`config.mk`:
```
export PLATFORM = sky130hd
export DESIGN_NAME = div_arbiter
export DESIGN_NICKNAME = d
export VERILOG_FILES = /design/src/rtl/div_arbiter.sv
export SDC_FILE = /design/constraint.sdc
export NUM_CORES = 1
export LEC_CHECK = 0
export BUFFER_PORTS_ARGS = -buffer_cell sky130_fd_sc_hd__buf_2
export CAP_MARGIN = 20
export CELL_PAD_IN_SITES_DETAIL_PLACEMENT = 2
export CELL_PAD_IN_SITES_GLOBAL_PLACEMENT = 2
export CORE_UTILIZATION = 39
export CTS_BUF_LIST = sky130_fd_sc_hd__clkbuf_8
export DETAILED_ROUTE_END_ITERATION = 6
export GPL_TIMING_DRIVEN = 1
export PLACE_DENSITY = 0.95
export SLEW_MARGIN = 20
export SYNTH_ARGS = -nofsm -noshare
export SYNTH_HDL_FRONTEND = slang
export SYNTH_SLANG_ARGS = --single-unit
```
`constraint.sdc`:
```
create_clock -name clock -period 8.69 [get_ports clock]
set_input_delay 1.738 -clock clock [delete_from_list [all_inputs] [get_ports clock]]
set_output_delay 1.738 -clock clock [all_outputs]
set_load 0.03 [all_outputs]
```
`src/rtl/div_arbiter.sv`:
```
// Round-robin arbiter/sequencer sharing one iterative 32-bit divider among NREQ requesters.
// Signed jobs are run on operand magnitudes and sign-corrected after the 32 iterations.

// Iterative restoring divider: loads on start, performs one quotient bit per step cycle.
module division (
  input  logic        clock,
  input  logic        start,
  input  logic        step,
  input  logic [31:0] dividend,
  input  logic [31:0] divisor,
  output logic [31:0] quotient,
  output logic [31:0] remainder
);

  logic [31:0] acc;
  logic [31:0] quo;
  logic [31:0] dvs;
  logic [32:0] shifted;
  logic [32:0] trial;

  // Shift the next dividend bit into the partial remainder and try subtracting the divisor.
  always_comb begin
    shifted = {acc, quo[31]};
    trial   = shifted - {1'b0, dvs};
  end

  // Divider state has no reset: every job begins with a start that reloads it.
  always_ff @(posedge clock) begin
    if (start) begin
      acc <= '0;
      quo <= dividend;
      dvs <= divisor;
    end else if (step) begin
      if (!trial[32]) begin
        acc <= trial[31:0];
        quo <= {quo[30:0], 1'b1};
      end else begin
        acc <= shifted[31:0];
        quo <= {quo[30:0], 1'b0};
      end
    end
  end

  assign quotient  = quo;
  assign remainder = acc;

endmodule

module div_arbiter #(
  parameter int NREQ = 2
) (
  input  logic                 clock,
  input  logic                 reset,
  input  logic [NREQ-1:0]      req_valid,
  output logic [NREQ-1:0]      req_ready,
  input  logic [NREQ-1:0]      req_signed,
  input  logic [32*NREQ-1:0]   req_a,
  input  logic [32*NREQ-1:0]   req_b,
  output logic [NREQ-1:0]      resp_valid,
  input  logic [NREQ-1:0]      resp_ready,
  output logic [31:0]          resp_q,
  output logic [31:0]          resp_r,
  output logic                 busy
);

  localparam int IW = (NREQ > 1) ? $clog2(NREQ) : 1;

  typedef enum logic [2:0] {IDLE, LOAD, RUN, FIX, RESP} state_t;

  state_t          state;
  state_t          state_next;
  logic [IW-1:0]   ptr;
  logic [IW-1:0]   gidx;
  logic [IW-1:0]   id;
  logic            found;
  logic [NREQ-1:0] grant;
  logic [31:0]     sel_a;
  logic [31:0]     sel_b;
  logic            sel_s;
  logic            sa;
  logic            sb;
  logic [31:0]     ma;
  logic [31:0]     mb;
  logic [5:0]      cnt;
  logic            div_start;
  logic            div_step;
  logic [31:0]     dq;
  logic [31:0]     dr;

  division u_div (
    .clock     (clock),
    .start     (div_start),
    .step      (div_step),
    .dividend  (ma),
    .divisor   (mb),
    .quotient  (dq),
    .remainder (dr)
  );

  // Pick the first valid requester at or after the round-robin pointer, wrapping around.
  always_comb begin
    found = 1'b0;
    gidx  = '0;
    for (int k = 0; k < NREQ; k++) begin
      if (!found && req_valid[(int'(ptr) + k) % NREQ]) begin
        found = 1'b1;
        gidx  = IW'((int'(ptr) + k) % NREQ);
      end
    end
    grant = found ? (NREQ'(1) << gidx) : '0;
    sel_a = req_a[32*int'(gidx) +: 32];
    sel_b = req_b[32*int'(gidx) +: 32];
    sel_s = req_signed[gidx];
  end

  // Sequencer next state plus the divider start/step strobes.
  always_comb begin
    state_next = state;
    div_start  = 1'b0;
    div_step   = 1'b0;
    case (state)
      IDLE: if (found) state_next = (sel_b == 32'd0) ? RESP : LOAD;
      LOAD: begin
        div_start  = 1'b1;
        state_next = RUN;
      end
      RUN: begin
        div_step = 1'b1;
        if (cnt == 6'd31) state_next = FIX;
      end
      FIX:  state_next = RESP;
      RESP: if (resp_ready[id]) state_next = IDLE;
      default: state_next = IDLE;
    endcase
  end

  // State register.
  always_ff @(posedge clock) begin
    if (reset) state <= IDLE;
    else       state <= state_next;
  end

  // Job capture at accept, iteration counting, and sign-corrected result registration.
  always_ff @(posedge clock) begin
    if (reset) begin
      ptr    <= '0;
      id     <= '0;
      sa     <= 1'b0;
      sb     <= 1'b0;
      ma     <= '0;
      mb     <= '0;
      cnt    <= '0;
      resp_q <= '0;
      resp_r <= '0;
    end else begin
      case (state)
        IDLE: begin
          if (found) begin
            id  <= gidx;
            ptr <= IW'((int'(gidx) + 1) % NREQ);
            sa  <= sel_s & sel_a[31];
            sb  <= sel_s & sel_b[31];
            ma  <= (sel_s & sel_a[31]) ? -sel_a : sel_a;
            mb  <= (sel_s & sel_b[31]) ? -sel_b : sel_b;
            if (sel_b == 32'd0) begin
              resp_q <= 32'hFFFF_FFFF;
              resp_r <= sel_a;
            end
          end
        end
        LOAD: cnt <= '0;
        RUN:  cnt <= cnt + 6'd1;
        FIX: begin
          resp_q <= (sa ^ sb) ? -dq : dq;
          resp_r <= sa ? -dr : dr;
        end
        default: ;
      endcase
    end
  end

  // Handshake outputs are decoded from the current state and captured requester id.
  always_comb begin
    req_ready  = (state == IDLE) ? grant : '0;
    resp_valid = (state == RESP) ? (NREQ'(1) << id) : '0;
    busy       = (state != IDLE);
  end

endmodule

```
==> summary.md <==
| Metric | Value |
|---|---|
| Status | finished, final reports clean |
| Slew headroom | 23.91% |
| Cell count after synthesis | 1654 |
| NumNets Final | 1999 |
| Largest stage delay on the critical path | 0.67 ns |
| Seq/Total Area, Yosys | 38.14% |
| Worst hold margin | 0.4303 ns |
| Vias/cell | 6.540 |
| Routed Antenna Nets | 0 |
| Unrepaired setup endpoints after global routing | no |
| Post-synth top area share | approximately 25% |
| DRC Markers | 0 |
| #FFs+latches synth | about 240 |
| Pin count of the biggest net entering global routing | 70 |
| Minimum clock period | 5.870 ns |
| Crit path DAT | 6.39 ns |
| Avg Inst Size Synth | approximately 8.5 sq um |
| First-pass GRT wire length | 107500 microns |
| Die X | 192.3 microns |
| PortBufs | between 200 and 250 |
| Final setup fails | 0 |
| Gr ovfl total | 0 |
| Commonest cells post-synth | nand2_1 (212), dfxtp_1 (173), nor2_1 (138) |
| Total power | 5.092 mW |
| Die Span Y | ~190 microns |
| Vias after detailed routing | between 15000 and 20000 |
| Fill count | 3888 |
| Clock Latency Late Sink | 0.63 ns |
| Post-synth EDFFs | 64 |
| Comb power frac | 45.0% |
| Overall Global Routing Usage | between 30% and 40% |
| Setup bufs post-CTS | 0 |
| Worst-path maximum fanout | 47 |
| Setup WS post-layout | between 2 and 3 ns |
| Fin. Hold Viols | 0 |
| CP required | 9.21 ns |
| Clock Tree Buf Depth | 3 |
| Sw Ratio | a little under half |
| CTS Buf Count | 44 |
| Critical path class | input port to flip-flop |
| Gpl congestion | between 0.9 and 1 |
| Initial antenna violation count | 3 |
| Setup crit start kind | input port |
| Slowest CP cell | buf_4 |
| Synth Net Count | 1828 |
| CTS H-Tree Depth | 2 |
| Routed length per instance | ~31 microns |
| Final Skew | 0.03284 ns |
| Core area | about 36000 sq um |
| Placed Cells | 2240 |
| Post-DP Area | 15520 sq um |
| Dominant synthesized flop cell | dfxtp_1 |
| Synthesis Warnings | 0 |
| P_int | 2.692 mW |
| Layout area overhead | 15.83% |
| Vias in the first global route | 16740 |
| Initial core utilization | 39.69% |
| Share of cells above drive strength 1 | 18.38% |
| CTS tree | done |
| Top cells by area, synth | dfxtp_1 (25%), edfxtp_1 (14%), xnor2_1 (6.1%) |
| CTS root buf | clkbuf_8 |
| DP HPWL | about 46000 microns |
| Seq pwr share | 33.4% |
| Max-Cap Viols | 0 |
| Dpl ws | 2.465 ns |
| Min-Delay Path Class | flip-flop to flip-flop |
| Die area | 36970 sq um |
| Yosys cell types | 73 |
| Area leader, netlist | dfxtp_1 |
| Clock-pin slew on the worst setup and hold paths | roughly 0.070 ns |
| Final Cell Area | 16350 sq um |
| Power share of the clock group | 21.6% |
| P per Cell Area | 311.4 nW/um^2 |
| Tcrit/Tclk final | 67.55% |
| Top-count cell post-synth | nand2_1 |
| Cell Count, Final, Fillers Out | 2323 |
| Quantity of hold-fixing buffers added after cts | 0 |
| Clock sink count | 237 |
| Post-CTS Resized | 0 |
| Max-slew violations | 0 |
| Pre-antenna DRT Iters | 5 |
| I/O pins | 205 |
| Max VDD drop | around 0.00018 V |
| Routed wire length | approximately 72000 microns |
| DR iter-0 viols | between 1000 and 1500 |
| Slew of the pin with the lowest slew margin | between 1 and 1.5 ns |
| P_sw | 2.400 mW |
| Util after Layout | 45.98% |
| # rows | between 60 and 70 |
| Crit. End Element | flip-flop |
| Setup TNS | 0 ns |
| Synthesized area | 14120 sq um |
| Async S/R FF share, synth | 0% |
| Fmax | between 150 and 200 MHz |
| P_leak | 6.950 nW |
| CP cell instances | buf_2 > nand2b_1 > nand2_4 > buf_4 > mux2i_1 > ha_1 > and3_1 > nand3_1 > nor3_1 > a21oi_1 > xnor2_1 > a22o_1 |
-- cell type report --
cell class | instances | area (sq um) | share of cell area (%)
tap | 461 | 576.8 | 3.527
clock inverter | 31 | 127.6 | 0.7804
sequential | 237 | 5385 | 32.93
timing repair buffer | 226 | 1189 | 7.269
antenna | 1 | 2.502 | 0.01530
multi-input combinational | 1258 | 8153 | 49.85
clock buffer | 51 | 701.9 | 4.292
inverter | 58 | 217.7 | 1.331
-- flip-flops by register name, indices dropped and copies added (netlist names) --
signal           cells
ma                  32
mb                  32
resp_q              32
resp_r              32
u_div.dvs           32
u_div.quotient      32
u_div.remainder     32
cnt                  6
state                3
id                   1
ptr                  1
sa                   1
sb                   1
-- worst max-delay path, delay by kind of cell --
kind,cells,cell delay (ns)
AND/OR/NAND/NOR,5,2.08
buffers and inverters,2,0.81
multiplexers,1,0.63
AO/OA/AOI/OAI,2,0.45
adder cells (fa/ha/maj),1,0.42
XOR/XNOR,1,0.19
-- logic make-up (layout without fill, tap and decap cells) --
kind of cell	after synthesis	in the layout	synth area share, %
AND/OR/NAND/NOR	530	530	17.10
AO/OA/AOI/OAI	454	454	21.07
flip-flops	237	237	38.14
buffers and inverters	159	366	4.502
XOR/XNOR	138	138	8.561
multiplexers	98	98	7.205
adder cells (fa/ha/maj)	38	38	3.421
other	0	1	0
-- power groups by stage --
stage	combinational [mW]	clock [mW]	sequential [mW]
6_report	2.29	1.10	1.70
2_1_floorplan	1.40	0	1.59
3_5_place_dp	2.07	0	1.67
4_1_cts	2.23	1.11	1.68
3_3_place_gp	1.86	0	1.63
5_1_grt	2.40	1.15	1.70
-- final timing paths --
path                            end  slack (ns)  cells after the start          startpoint
max             ma[28]$_SDFFE_PP0P_        2.82                     12        req_valid[0]
min          u_div.dvs[8]$_DFFE_PP_        0.43                      0  mb[8]$_SDFFE_PP0P_
min reg2reg  u_div.dvs[8]$_DFFE_PP_        0.43                      0  mb[8]$_SDFFE_PP0P_
max reg2reg     ma[28]$_SDFFE_PP0P_        3.66                     11    ptr$_SDFFE_PP0P_
-- layer usage --
metal / wire [microns] / vias to the layer above / global-route usage, %
li1: - / 6299 / -
met1: 26410 / 7548 / 43.44
met2: 35730 / 1009 / 67.32
met3: 5340 / 333 / 7.674
met4: 4908 / 4 / 25.11
met5: 26 / - / 0
-- layout by cell type, fill, tap and decap left out, drive strengths merged, types with 13 or more instances in the layout --
cell type / n
dfxtp: 173
a31oi: 16
xnor2: 98
or3: 29
clkinv: 13
and3: 19
o21ai: 99
a211oi: 49
a21oi: 137
nor2: 138
nor3: 30
xor2: 40
ha: 37
nand2: 213
edfxtp: 64
a21o: 13
mux2i: 69
nand3: 34
clkbuf: 51
a22o: 20
mux2: 29
o211ai: 25
buf: 226
o31ai: 19
inv: 76
Note: power is estimated with default switching activity, not from simulation.
